===== src/rtl/axi_grid_sub_ni.sv =====
// Grid-side subordinate network interface: terminates grid AW/W/AR flits for NI_ID,
// drives a local AXI manager port and routes B/R responses back to the requester.

package axi_default_param_pkg;
  typedef logic [3:0] grid_id_t;
  typedef struct packed {logic [3:0] id; logic [31:0] addr; logic [7:0] len;} grid_aw_chan_t;
  typedef struct packed {logic [31:0] data; logic [3:0] strb; logic last;} grid_w_chan_t;
  typedef struct packed {logic [3:0] id; logic [1:0] resp;} grid_b_chan_t;
  typedef struct packed {logic [3:0] id; logic [31:0] addr; logic [7:0] len;} grid_ar_chan_t;
  typedef struct packed {logic [3:0] id; logic [31:0] data; logic [1:0] resp; logic last;} grid_r_chan_t;
endpackage

// Two-entry skid buffer; ready is a function of occupancy only and the output is registered.
module axi_grid_sub_ni_skid #(
  parameter int WIDTH = 8
) (
  input  logic             clk,
  input  logic             srst,
  input  logic [WIDTH-1:0] in_data,
  input  logic             in_valid,
  output logic             in_ready,
  output logic [WIDTH-1:0] out_data,
  output logic             out_valid,
  input  logic             out_ready
);
  logic [WIDTH-1:0] head_r;
  logic [WIDTH-1:0] spare_r;
  logic [1:0]       count_r;
  logic             push_s;
  logic             pop_s;

  assign in_ready  = (count_r != 2'd2);
  assign out_valid = (count_r != 2'd0);
  assign out_data  = head_r;
  assign push_s    = in_valid & in_ready;
  assign pop_s     = out_valid & out_ready;

  // Occupancy update: head always holds the oldest beat.
  always_ff @(posedge clk) begin
    if (srst) begin
      head_r  <= '0;
      spare_r <= '0;
      count_r <= 2'd0;
    end else begin
      case (count_r)
        2'd0: begin
          if (push_s) begin
            head_r  <= in_data;
            count_r <= 2'd1;
          end
        end
        2'd1: begin
          if (push_s && pop_s) begin
            head_r <= in_data;
          end else if (push_s) begin
            spare_r <= in_data;
            count_r <= 2'd2;
          end else if (pop_s) begin
            count_r <= 2'd0;
          end
        end
        2'd2: begin
          if (pop_s) begin
            head_r  <= spare_r;
            count_r <= 2'd1;
          end
        end
        default: count_r <= 2'd0;
      endcase
    end
  end
endmodule

// Source-ID FIFO remembering who issued each outstanding request.
module axi_grid_sub_ni_fifo #(
  parameter int WIDTH = 4,
  parameter int DEPTH = 4
) (
  input  logic             clk,
  input  logic             srst,
  input  logic             push,
  input  logic [WIDTH-1:0] push_data,
  input  logic             pop,
  output logic [WIDTH-1:0] head,
  output logic             full,
  output logic             empty
);
  localparam int AW = $clog2(DEPTH);
  localparam logic [AW-1:0] PTR_ONE   = AW'(1);
  localparam logic [AW:0]   CNT_ONE   = (AW + 1)'(1);
  localparam logic [AW:0]   CNT_FULL  = (AW + 1)'(DEPTH);

  logic [WIDTH-1:0] mem_r [DEPTH];
  logic [AW-1:0]    wr_ptr_r;
  logic [AW-1:0]    rd_ptr_r;
  logic [AW:0]      count_r;

  assign head  = mem_r[rd_ptr_r];
  assign full  = (count_r == CNT_FULL);
  assign empty = (count_r == '0);

  always_ff @(posedge clk) begin
    if (srst) begin
      wr_ptr_r <= '0;
      rd_ptr_r <= '0;
      count_r  <= '0;
    end else begin
      if (push) begin
        mem_r[wr_ptr_r] <= push_data;
        wr_ptr_r        <= wr_ptr_r + PTR_ONE;
      end
      if (pop) begin
        rd_ptr_r <= rd_ptr_r + PTR_ONE;
      end
      if (push && !pop) begin
        count_r <= count_r + CNT_ONE;
      end else if (!push && pop) begin
        count_r <= count_r - CNT_ONE;
      end
    end
  end
endmodule

module axi_grid_sub_ni #(
  parameter type grid_id_t      = axi_default_param_pkg::grid_id_t,
  parameter type grid_aw_chan_t = axi_default_param_pkg::grid_aw_chan_t,
  parameter type grid_w_chan_t  = axi_default_param_pkg::grid_w_chan_t,
  parameter type grid_b_chan_t  = axi_default_param_pkg::grid_b_chan_t,
  parameter type grid_ar_chan_t = axi_default_param_pkg::grid_ar_chan_t,
  parameter type grid_r_chan_t  = axi_default_param_pkg::grid_r_chan_t,
  parameter grid_id_t NI_ID     = '0,
  parameter int MAX_WR          = 4,
  parameter int MAX_RD          = 4
) (
  input  logic          clk_i,
  input  logic          srst_i,
  input  grid_id_t      g_awdid_i,
  input  grid_id_t      g_awsid_i,
  input  grid_aw_chan_t g_awchan_i,
  input  logic          g_awvalid_i,
  output logic          g_awready_o,
  input  grid_id_t      g_wdid_i,
  input  grid_id_t      g_wsid_i,
  input  grid_w_chan_t  g_wchan_i,
  input  logic          g_wvalid_i,
  output logic          g_wready_o,
  input  grid_id_t      g_ardid_i,
  input  grid_id_t      g_arsid_i,
  input  grid_ar_chan_t g_archan_i,
  input  logic          g_arvalid_i,
  output logic          g_arready_o,
  output grid_id_t      g_bdid_o,
  output grid_id_t      g_bsid_o,
  output grid_b_chan_t  g_bchan_o,
  output logic          g_bvalid_o,
  input  logic          g_bready_i,
  output grid_id_t      g_rdid_o,
  output grid_id_t      g_rsid_o,
  output grid_r_chan_t  g_rchan_o,
  output logic          g_rvalid_o,
  input  logic          g_rready_i,
  output grid_aw_chan_t m_awchan_o,
  output logic          m_awvalid_o,
  input  logic          m_awready_i,
  output grid_w_chan_t  m_wchan_o,
  output logic          m_wvalid_o,
  input  logic          m_wready_i,
  output grid_ar_chan_t m_archan_o,
  output logic          m_arvalid_o,
  input  logic          m_arready_i,
  input  grid_b_chan_t  m_bchan_i,
  input  logic          m_bvalid_i,
  output logic          m_bready_o,
  input  grid_r_chan_t  m_rchan_i,
  input  logic          m_rvalid_i,
  output logic          m_rready_o,
  output logic          misroute_o
);
  localparam int IDW = $bits(grid_id_t);
  localparam int BW  = 2 * IDW + $bits(grid_b_chan_t);
  localparam int RW  = 2 * IDW + $bits(grid_r_chan_t);
  localparam int CW  = $clog2(MAX_WR) + 1;
  localparam logic [CW-1:0] CREDIT_ONE = CW'(1);

  logic          aw_mis_s, w_mis_s, ar_mis_s;
  logic          aw_skid_ready_s, w_skid_ready_s, ar_skid_ready_s;
  logic          b_skid_ready_s, r_skid_ready_s;
  logic          aw_acc_s, w_fwd_s, w_last_s, ar_acc_s;
  logic          wr_full_s, wr_empty_s, rd_full_s, rd_empty_s;
  logic          b_acc_s, r_acc_s;
  grid_id_t      wr_head_s, rd_head_s;
  logic [BW-1:0] b_in_s, b_out_s;
  logic [RW-1:0] r_in_s, r_out_s;
  logic [CW-1:0] credit_r;
  logic          misroute_r;
  logic          unused_wsid_s;

  // Write data is matched to its AW by order, so the W source ID carries no information.
  assign unused_wsid_s = ^g_wsid_i;

  assign aw_mis_s = (g_awdid_i != NI_ID);
  assign w_mis_s  = (g_wdid_i != NI_ID);
  assign ar_mis_s = (g_ardid_i != NI_ID);

  assign g_awready_o = aw_mis_s | (aw_skid_ready_s & ~wr_full_s);
  assign g_wready_o  = w_mis_s | ((credit_r != '0) & w_skid_ready_s);
  assign g_arready_o = ar_mis_s | (ar_skid_ready_s & ~rd_full_s);

  assign aw_acc_s = g_awvalid_i & ~aw_mis_s & aw_skid_ready_s & ~wr_full_s;
  assign w_fwd_s  = g_wvalid_i & ~w_mis_s & (credit_r != '0) & w_skid_ready_s;
  assign w_last_s = w_fwd_s & g_wchan_i.last;
  assign ar_acc_s = g_arvalid_i & ~ar_mis_s & ar_skid_ready_s & ~rd_full_s;

  assign m_bready_o = ~wr_empty_s & b_skid_ready_s;
  assign m_rready_o = ~rd_empty_s & r_skid_ready_s;
  assign b_acc_s    = m_bvalid_i & m_bready_o;
  assign r_acc_s    = m_rvalid_i & m_rready_o;

  assign b_in_s = {wr_head_s, NI_ID, m_bchan_i};
  assign r_in_s = {rd_head_s, NI_ID, m_rchan_i};
  assign {g_bdid_o, g_bsid_o, g_bchan_o} = b_out_s;
  assign {g_rdid_o, g_rsid_o, g_rchan_o} = r_out_s;
  assign misroute_o = misroute_r;

  // W credit tracks accepted AWs whose last data beat has not yet been forwarded.
  always_ff @(posedge clk_i) begin
    if (srst_i) begin
      credit_r   <= '0;
      misroute_r <= 1'b0;
    end else begin
      misroute_r <= (g_awvalid_i & aw_mis_s) | (g_wvalid_i & w_mis_s) | (g_arvalid_i & ar_mis_s);
      if (aw_acc_s && !w_last_s) begin
        credit_r <= credit_r + CREDIT_ONE;
      end else if (!aw_acc_s && w_last_s) begin
        credit_r <= credit_r - CREDIT_ONE;
      end
    end
  end

  axi_grid_sub_ni_fifo #(.WIDTH(IDW), .DEPTH(MAX_WR)) u_wr_fifo (
    .clk(clk_i), .srst(srst_i), .push(aw_acc_s), .push_data(g_awsid_i), .pop(b_acc_s),
    .head(wr_head_s), .full(wr_full_s), .empty(wr_empty_s)
  );

  axi_grid_sub_ni_fifo #(.WIDTH(IDW), .DEPTH(MAX_RD)) u_rd_fifo (
    .clk(clk_i), .srst(srst_i), .push(ar_acc_s), .push_data(g_arsid_i),
    .pop(r_acc_s & m_rchan_i.last), .head(rd_head_s), .full(rd_full_s), .empty(rd_empty_s)
  );

  axi_grid_sub_ni_skid #(.WIDTH($bits(grid_aw_chan_t))) u_aw_skid (
    .clk(clk_i), .srst(srst_i), .in_data(g_awchan_i), .in_valid(g_awvalid_i & ~aw_mis_s & ~wr_full_s),
    .in_ready(aw_skid_ready_s), .out_data(m_awchan_o), .out_valid(m_awvalid_o), .out_ready(m_awready_i)
  );

  axi_grid_sub_ni_skid #(.WIDTH($bits(grid_w_chan_t))) u_w_skid (
    .clk(clk_i), .srst(srst_i), .in_data(g_wchan_i), .in_valid(g_wvalid_i & ~w_mis_s & (credit_r != '0)),
    .in_ready(w_skid_ready_s), .out_data(m_wchan_o), .out_valid(m_wvalid_o), .out_ready(m_wready_i)
  );

  axi_grid_sub_ni_skid #(.WIDTH($bits(grid_ar_chan_t))) u_ar_skid (
    .clk(clk_i), .srst(srst_i), .in_data(g_archan_i), .in_valid(g_arvalid_i & ~ar_mis_s & ~rd_full_s),
    .in_ready(ar_skid_ready_s), .out_data(m_archan_o), .out_valid(m_arvalid_o), .out_ready(m_arready_i)
  );

  axi_grid_sub_ni_skid #(.WIDTH(BW)) u_b_skid (
    .clk(clk_i), .srst(srst_i), .in_data(b_in_s), .in_valid(m_bvalid_i & ~wr_empty_s),
    .in_ready(b_skid_ready_s), .out_data(b_out_s), .out_valid(g_bvalid_o), .out_ready(g_bready_i)
  );

  axi_grid_sub_ni_skid #(.WIDTH(RW)) u_r_skid (
    .clk(clk_i), .srst(srst_i), .in_data(r_in_s), .in_valid(m_rvalid_i & ~rd_empty_s),
    .in_ready(r_skid_ready_s), .out_data(r_out_s), .out_valid(g_rvalid_o), .out_ready(g_rready_i)
  );
endmodule


===== config.mk =====
export PLATFORM = sky130hd
export DESIGN_NAME = axi_grid_sub_ni
export DESIGN_NICKNAME = d
export VERILOG_FILES = /design/src/rtl/axi_grid_sub_ni.sv
export SDC_FILE = /design/constraint.sdc
export NUM_CORES = 1
export LEC_CHECK = 0
export ABC_AREA = 1
export BUFFER_PORTS_ARGS = -buffer_cell sky130_fd_sc_hd__buf_2
export CAP_MARGIN = 30
export CORE_ASPECT_RATIO = 1.75
export CORE_MARGIN = 8
export CORE_UTILIZATION = 40
export DETAILED_ROUTE_END_ITERATION = 16
export PLACE_DENSITY_LB_ADDON = 0.25
export SKIP_CTS_REPAIR_TIMING = 1
export SLEW_MARGIN = 20
export SYNTH_ARGS = -nofsm -noshare
export SYNTH_HDL_FRONTEND = slang
export SYNTH_SLANG_ARGS = --single-unit

===== constraint.sdc =====
create_clock -name clk_i -period 2.69 [get_ports clk_i]
set_input_delay 0.6725 -clock clk_i [delete_from_list [all_inputs] [get_ports clk_i]]
set_output_delay 0.6725 -clock clk_i [all_outputs]
set_load 0.02 [all_outputs]

Word level (Yosys, flattened, before mapping)
Memory sizes are Yosys's and may differ from the RTL's. A register that Yosys moved wholly into a read port is not among the register bits.
Cells that the tools add are included.
{"block": "classes", "n_addsub": 10, "n_eq_ne": 42, "mux": 66, "bitwise": 51, "reduce_logical": 55}
{"op": "$mux W44", "n": 6}
{"op": "$pmux W44 S3", "n": 2}
{"op": "$mux W47", "n": 3}
{"op": "$pmux W47 S3", "n": 1}
{"op": "$mux W37", "n": 3}
{"op": "$pmux W37 S3", "n": 1}
{"op": "$mux W2", "n": 29}
{"op": "$mux W14", "n": 3}
{"op": "$pmux W14 S3", "n": 1}
{"op": "$reduce_and A4 Y1", "n": 10}
{"op": "$and A1 B1 Y1", "n": 34}
{"op": "$ne A2 B1 Y1 const B", "n": 15}
{"op": "$pmux W2 S3", "n": 5}
{"op": "$ne A2 B2 Y1 const B", "n": 10}
{"op": "$mux W3", "n": 6}
{"op": "$reduce_bool A3 Y1", "n": 6}
{"op": "$reduce_bool A2 Y1", "n": 8}
{"op": "$ne A3 B1 Y1 const B", "n": 5}
{"op": "$reduce_and A3 Y1", "n": 5}
{"op": "$not A1 Y1", "n": 12}
{"op": "$reduce_bool A4 Y1", "n": 3}
{"op": "$logic_and A1 B1 Y1", "n": 11}
{"op": "$eq A2 B1 Y1 const B", "n": 5}
{"op": "$eq A2 B2 Y1 const B", "n": 5}
{"op": "9 further kinds", "n": 35}
{"block": "totals", "register_bits": 392, "ramBits": 32, "in_bits": 206, "output_inout_bits": 197, "word_cells": 249, "mem_count": 2}
{"memory": "u_rd_fifo.mem_r", "words": 4, "word_bits": 4, "read_ports": 1, "rd_clocked_by_memory_dff": 1, "wr": 1, "line": "93", "source": "logic [WIDTH-1:0] mem_r [DEPTH];"}
{"memory": "u_wr_fifo.mem_r", "words": 4, "word_bits": 4, "read_ports": 1, "rd_clocked_by_memory_dff": 1, "wr": 1, "line": "93"}

Depth between registers and ports, before layout
{"block": "depth", "ltp_word": 9, "ltp_mapped": 14, "mapped_depth_nobuf": 14}

By module
Synthesis repeated with hierarchy kept, for this count alone.
{"block": "hier_totals", "hier_cells": 3001, "area_unflattened_um2": 20320.7}
{"module": "axi_grid_sub_ni_skid (u_ar_skid ...)", "n_inst": 2, "cells_each": 620, "area_each_um2": 4127.7, "seq_area_each_um2": 1801.7}
{"module": "axi_grid_sub_ni_skid (u_r_skid)", "n_inst": 1, "cells_each": 776, "area_each_um2": 4653.2, "seq_area_each_um2": 1921.8}
{"module": "axi_grid_sub_ni_skid (u_w_skid)", "n_inst": 1, "cells_each": 512, "area_each_um2": 3464.6, "seq_area_each_um2": 1521.5}
{"module": "axi_grid_sub_ni_fifo", "n_inst": 2, "cells_each": 97, "area_each_um2": 1056.0, "seq_area_each_um2": 660.6}
{"module": "axi_grid_sub_ni_skid (u_b_skid)", "n_inst": 1, "cells_each": 213, "area_each_um2": 1430.1, "seq_area_each_um2": 600.6}
{"module": "axi_grid_sub_ni", "n_inst": 1, "cells_each": 66, "area_each_um2": 405.4, "seq_area_each_um2": 80.1}

Worst setup path after synthesis
OpenSTA, ideal clock, no wires.
{"block": "synth_timing", "path_kind": "input to register", "start": "input g_awdid_i[1]", "end": "register u_wr_fifo.count_r[2]", "setup_time_ns": 0.122, "t_arrival_ns": 2.199, "required_time_ns": 2.568, "setup_slack_ns": 0.369, "cell_stages": 10, "n_path_buf": 0, "path_cell_list": "nor2_1 nand4_1 nor2_4 ha_1 inv_1 fa_1 a21oi_1 o21ai_0 o21ai_0 a21oi_1"}
{"block": "synth_between", "elab_chain_cells": 8, "word_cells_on_any_way": 10, "classes_between": "mux (1); bitwise (4); reduce/logical (5)"}
{"item": "start, declared", "line": "137", "source": "input grid_id_t g_awdid_i,"}
{"item": "$reduce_bool A4 Y1 (*)", "line": "201", "source": "assign aw_mis_s = (g_awdid_i != NI_ID);"}
{"item": "$not A1 Y1 (*)", "line": "209", "source": "assign aw_acc_s = g_awvalid_i & ~aw_mis_s & aw_skid_ready_s & ~wr_full_s;"}
{"item": "$and A1 B1 Y1 (*) (3 in a row)", "line": "209"}
{"item": "named net aw_acc_s", "line": "188", "source": "logic aw_acc_s, w_fwd_s, w_last_s, ar_acc_s;"}
{"item": "$logic_not A1 Y1", "line": "117", "source": "end else if (!push && pop) begin"}
{"item": "$logic_and A1 B1 Y1", "line": "117"}
{"item": "$reduce_bool A2 Y1 (no source line)"}
{"item": "end signal, assigned", "line": "116", "source": "count_r <= count_r + CNT_ONE;"}
{"item": "end signal, assigned", "line": "118", "source": "count_r <= count_r - CNT_ONE;"}
{"item": "end, declared", "line": "96", "source": "logic [AW:0] count_r;"}
The timed path passes the listed nets; every way through them passes the cells marked *.
A chain may end at the register's enable or synchronous reset.

Worst setup path after layout
{"block": "layout_timing", "start": "register u_aw_skid.count_r[1]", "end": "output m_awvalid_o"}
{"block": "layout_between", "elab_chain_cells": 1}
{"item": "start, declared", "line": "28", "source": "logic [1:0] count_r;"}
{"item": "start signal, assigned", "line": "43", "source": "count_r <= 2'd0;"}
{"item": "start signal, assigned", "line": "49", "source": "count_r <= 2'd1;"}
{"item": "start signal, assigned", "line": "57", "source": "count_r <= 2'd2;"}
{"item": "$reduce_bool A2 Y1", "line": "33", "source": "assign out_valid = (count_r != 2'd0);"}
{"item": "end, declared", "line": "163", "source": "output logic m_awvalid_o,"}
No other way between the ends.

==> results.md <==
- Status: completed
- Crit start category: flip-flop
- WL final: 55.16 mm
- Worst-path clk slew: 0.07 ns
- DP HPWL: 37.84 mm
- Final hold slack: 0.3402 ns
- LEAKAGE: 11.57 nW
- Vias per inst: 4.868
- Post-Syn Instances: 2855
- Synthesized cell area: 19320 sq um
- Grt met1 use: 0.2066
- Final period util: 0.9068
- WL/cell: 14.58 um
- Synthesized flop and latch total: 420
- GR Overflow Total: 0
- CP Class: flip-flop to output port
- Die area: 55860 sq um
- H-tree depth: 2
- Initial Util: 0.4046
- Drt pass-1 iters: 5
- Worst-Skew Late Latency: 0.55 ns
- Synth cell types: 33
- Fin Clk Skew: 0.01562 ns
- Peak VDD IR: 0.4839 mV
- Die height: 306.7 um
- Simple-gate share of the synthesized area: 0.3090
- Core ar.: 47750 sq um
- DRC: 0
- Chip Width: 182.1 um
- Final Hold Fails: 0
- IO Pins: 403
- Nets: 3365
- Actual slew at the worst max-slew pin: 0.7845 ns
- Worst min path class: input pin to flip-flop
- Antenna violations before repair: 20
- Post-Syn Area per Cell: 6.766 sq um
- Vias in the first global route: 17630
- TNS Setup: 0 ns
- Crit path time final: 2.439 ns
- Fmax: 0.4100 GHz
- Seq/Total Area, Yosys: 0.4518
- Compound-Gate Fraction of Synth Area: 0.1186
- Largest stage delay, worst path: 0.46 ns
- Worst EP required: 2.02 ns
- Xor/xnor cell area share of the yosys netlist: 0.001360
- Max-capacitance violation count: 0
- Final core occ: 0.4857
- Layout cell share with drive strength beyond 1: 0.1670
- Largest family of logic cells by synthesized area: simple AND/OR/NAND/NOR gates
- TritonCTS clock tree: yes
- ANT nets after route: 0
- CTS Root Cell: clkbuf_16
- Final Wtd Congestion: 0.8323
- Critical-path top delay cell: buf_4
- Largest net degree at the start of global routing: 102
- Commonest non-fill, non-tap cell in the layout: nand2_1
- Cts bufs inserted: 42
- FP Rows: 106
- Global Route met2 Usage: 0.3372
- Busiest grt layer: met2
- DR iter-0 viols: 950
- Pwr/cell area: 743.5 nW/um^2
- Setup violations, final: 0
- Synth-to-Final Area Change: 20.05%
- Crit path DAT: 1.77 ns
- Crit-path max FO: 49
- Mux share of post-synthesis cell area: 0
- CP Capture Type: output port
- Clock Tree Buf Depth: 3
- First-pass GRT wire length: 88.77 mm
- Max-slew headroom: 0.4770
- Slew Limit Fails: 0
- Via count: 18420
- Worst-path cell chain: buf_4 -> nor2_1 -> inv_1 -> buf_2
- Synth warn: 0
- RSZ-0062 raised after global routing: false
- Adder-cell share of the synthesized area: 0.01023
- Gr usage total: 0.1906
- Commonest non-fill, non-tap cells in the layout: nand2_1 (734), nor2_1 (451), buf_2 (390)
- Met3 usage: 0.06023
- Port bufs: 390
- Clock sinks: 420
logic make-up after synthesis:
logic type	count (synthesis)
simple gates	1456
other cells	1
compound gates	454
fa+ha+maj	14
xor+xnor	3
flops	420
buf+inv	507
final cells by class:
type	count	area [sq um]
fillers	4757	24560
flip-flops and latches	420	8730
multi-input cells	1935	8537
repair buffers	432	2492
inverters	314	1186
clock buffers	53	1154
well taps	594	743.2
clock inverters	25	320.3
diodes	11	27.53
per-layer routing:
metal,vias to the layer above,routed length (um)
met5,-,111
met3,112,4625
met2,534,27130
met4,16,2087
li1,9476,-
met1,8282,21200
stage by stage:
stage / power [mW] / area, sq um / setup slack [ns] / cells
5_1_grt: 18.20 / 23180 / 0.1296 / 3779
3_3_place_gp: 11.01 / 21690 / 0.1350 / 3695
4_1_cts: 17.50 / 23160 / 0.1865 / 3773
2_1_floorplan: 9.803 / 19340 / 0.3693 / 2862
3_5_place_dp: 11.11 / 21690 / 0.1456 / 3695
6_report: 17.24 / 23190 / 0.2507 / 3784
report_power, final:
group | switching, mW | internal, mW | total (mW)
Sequential | 0.340 | 6.88 | 7.22
Combinational | 2.42 | 1.31 | 3.73
Clock | 2.55 | 3.74 | 6.29
Total | 5.31 | 11.9 | 17.2
cells in the mapped netlist:
library cell,instances,share of area
a31oi_1,2,0.00065
nand3_1,200,0.052
nand2_1,739,0.14
nand3b_1,46,0.018
nand3_2,1,0.00052
dfxtp_1,388,0.40
o21ai_2,2,0.00091
inv_2,3,0.00058
buf_4,25,0.0097
a21oi_1,250,0.065
nor2_8,1,0.0010
xor2_1,3,0.0014
edfxtp_1,32,0.050
inv_1,308,0.060
nand2_4,1,0.00058
fa_1,3,0.0031
nor2_1,451,0.088
or2_2,1,0.00032
nor2_4,2,0.0012
o21ai_0,197,0.051
buf_2,59,0.015
ha_1,11,0.0071
buf_6,4,0.0023
conb_1,1,0.00019
nand4_1,4,0.0013
a21oi_2,1,0.00045
a211oi_1,2,0.00078
nor3_1,1,0.00026
clkinv_1,3,0.00058
nand2_2,6,0.0019
nor2_2,3,0.00097
clkbuf_1,86,0.017
buf_1,19,0.0037
registers in the layout, indices dropped and copies added, names as in the netlist, 3 cells and up, named ones only:
signal,flops
u_ar_skid.out_data,44
u_ar_skid.spare_r,44
u_aw_skid.out_data,44
u_aw_skid.spare_r,44
u_r_skid.out_data,43
u_r_skid.spare_r,43
u_w_skid.out_data,37
u_w_skid.spare_r,37
u_rd_fifo.mem_r,16
u_wr_fifo.mem_r,16
u_b_skid.out_data,10
u_b_skid.spare_r,10
credit_r,3
u_rd_fifo.count_r,3
u_wr_fifo.count_r,3
worst paths after layout:
kind                             start                   end  slack, ns  cells after the start
setup reg to reg   u_r_skid.count_r[0]  u_rd_fifo.count_r[2]       0.55                     13
setup / recovery  u_aw_skid.count_r[1]           m_awvalid_o       0.25                      4
hold / removal              m_wready_i   u_w_skid.count_r[1]       0.34                      2
hold reg to reg   u_r_skid.spare_r[22]  u_r_skid.spare_r[22]       0.45                      2
worst max-delay path: cells and delay by family (launching register included):
kind                   cells  cell delay (ns)
buffers and inverters      3             0.73
DFF                        1             0.35
and+or+nand+nor            1             0.13
(Power assumes the default switching activity.)
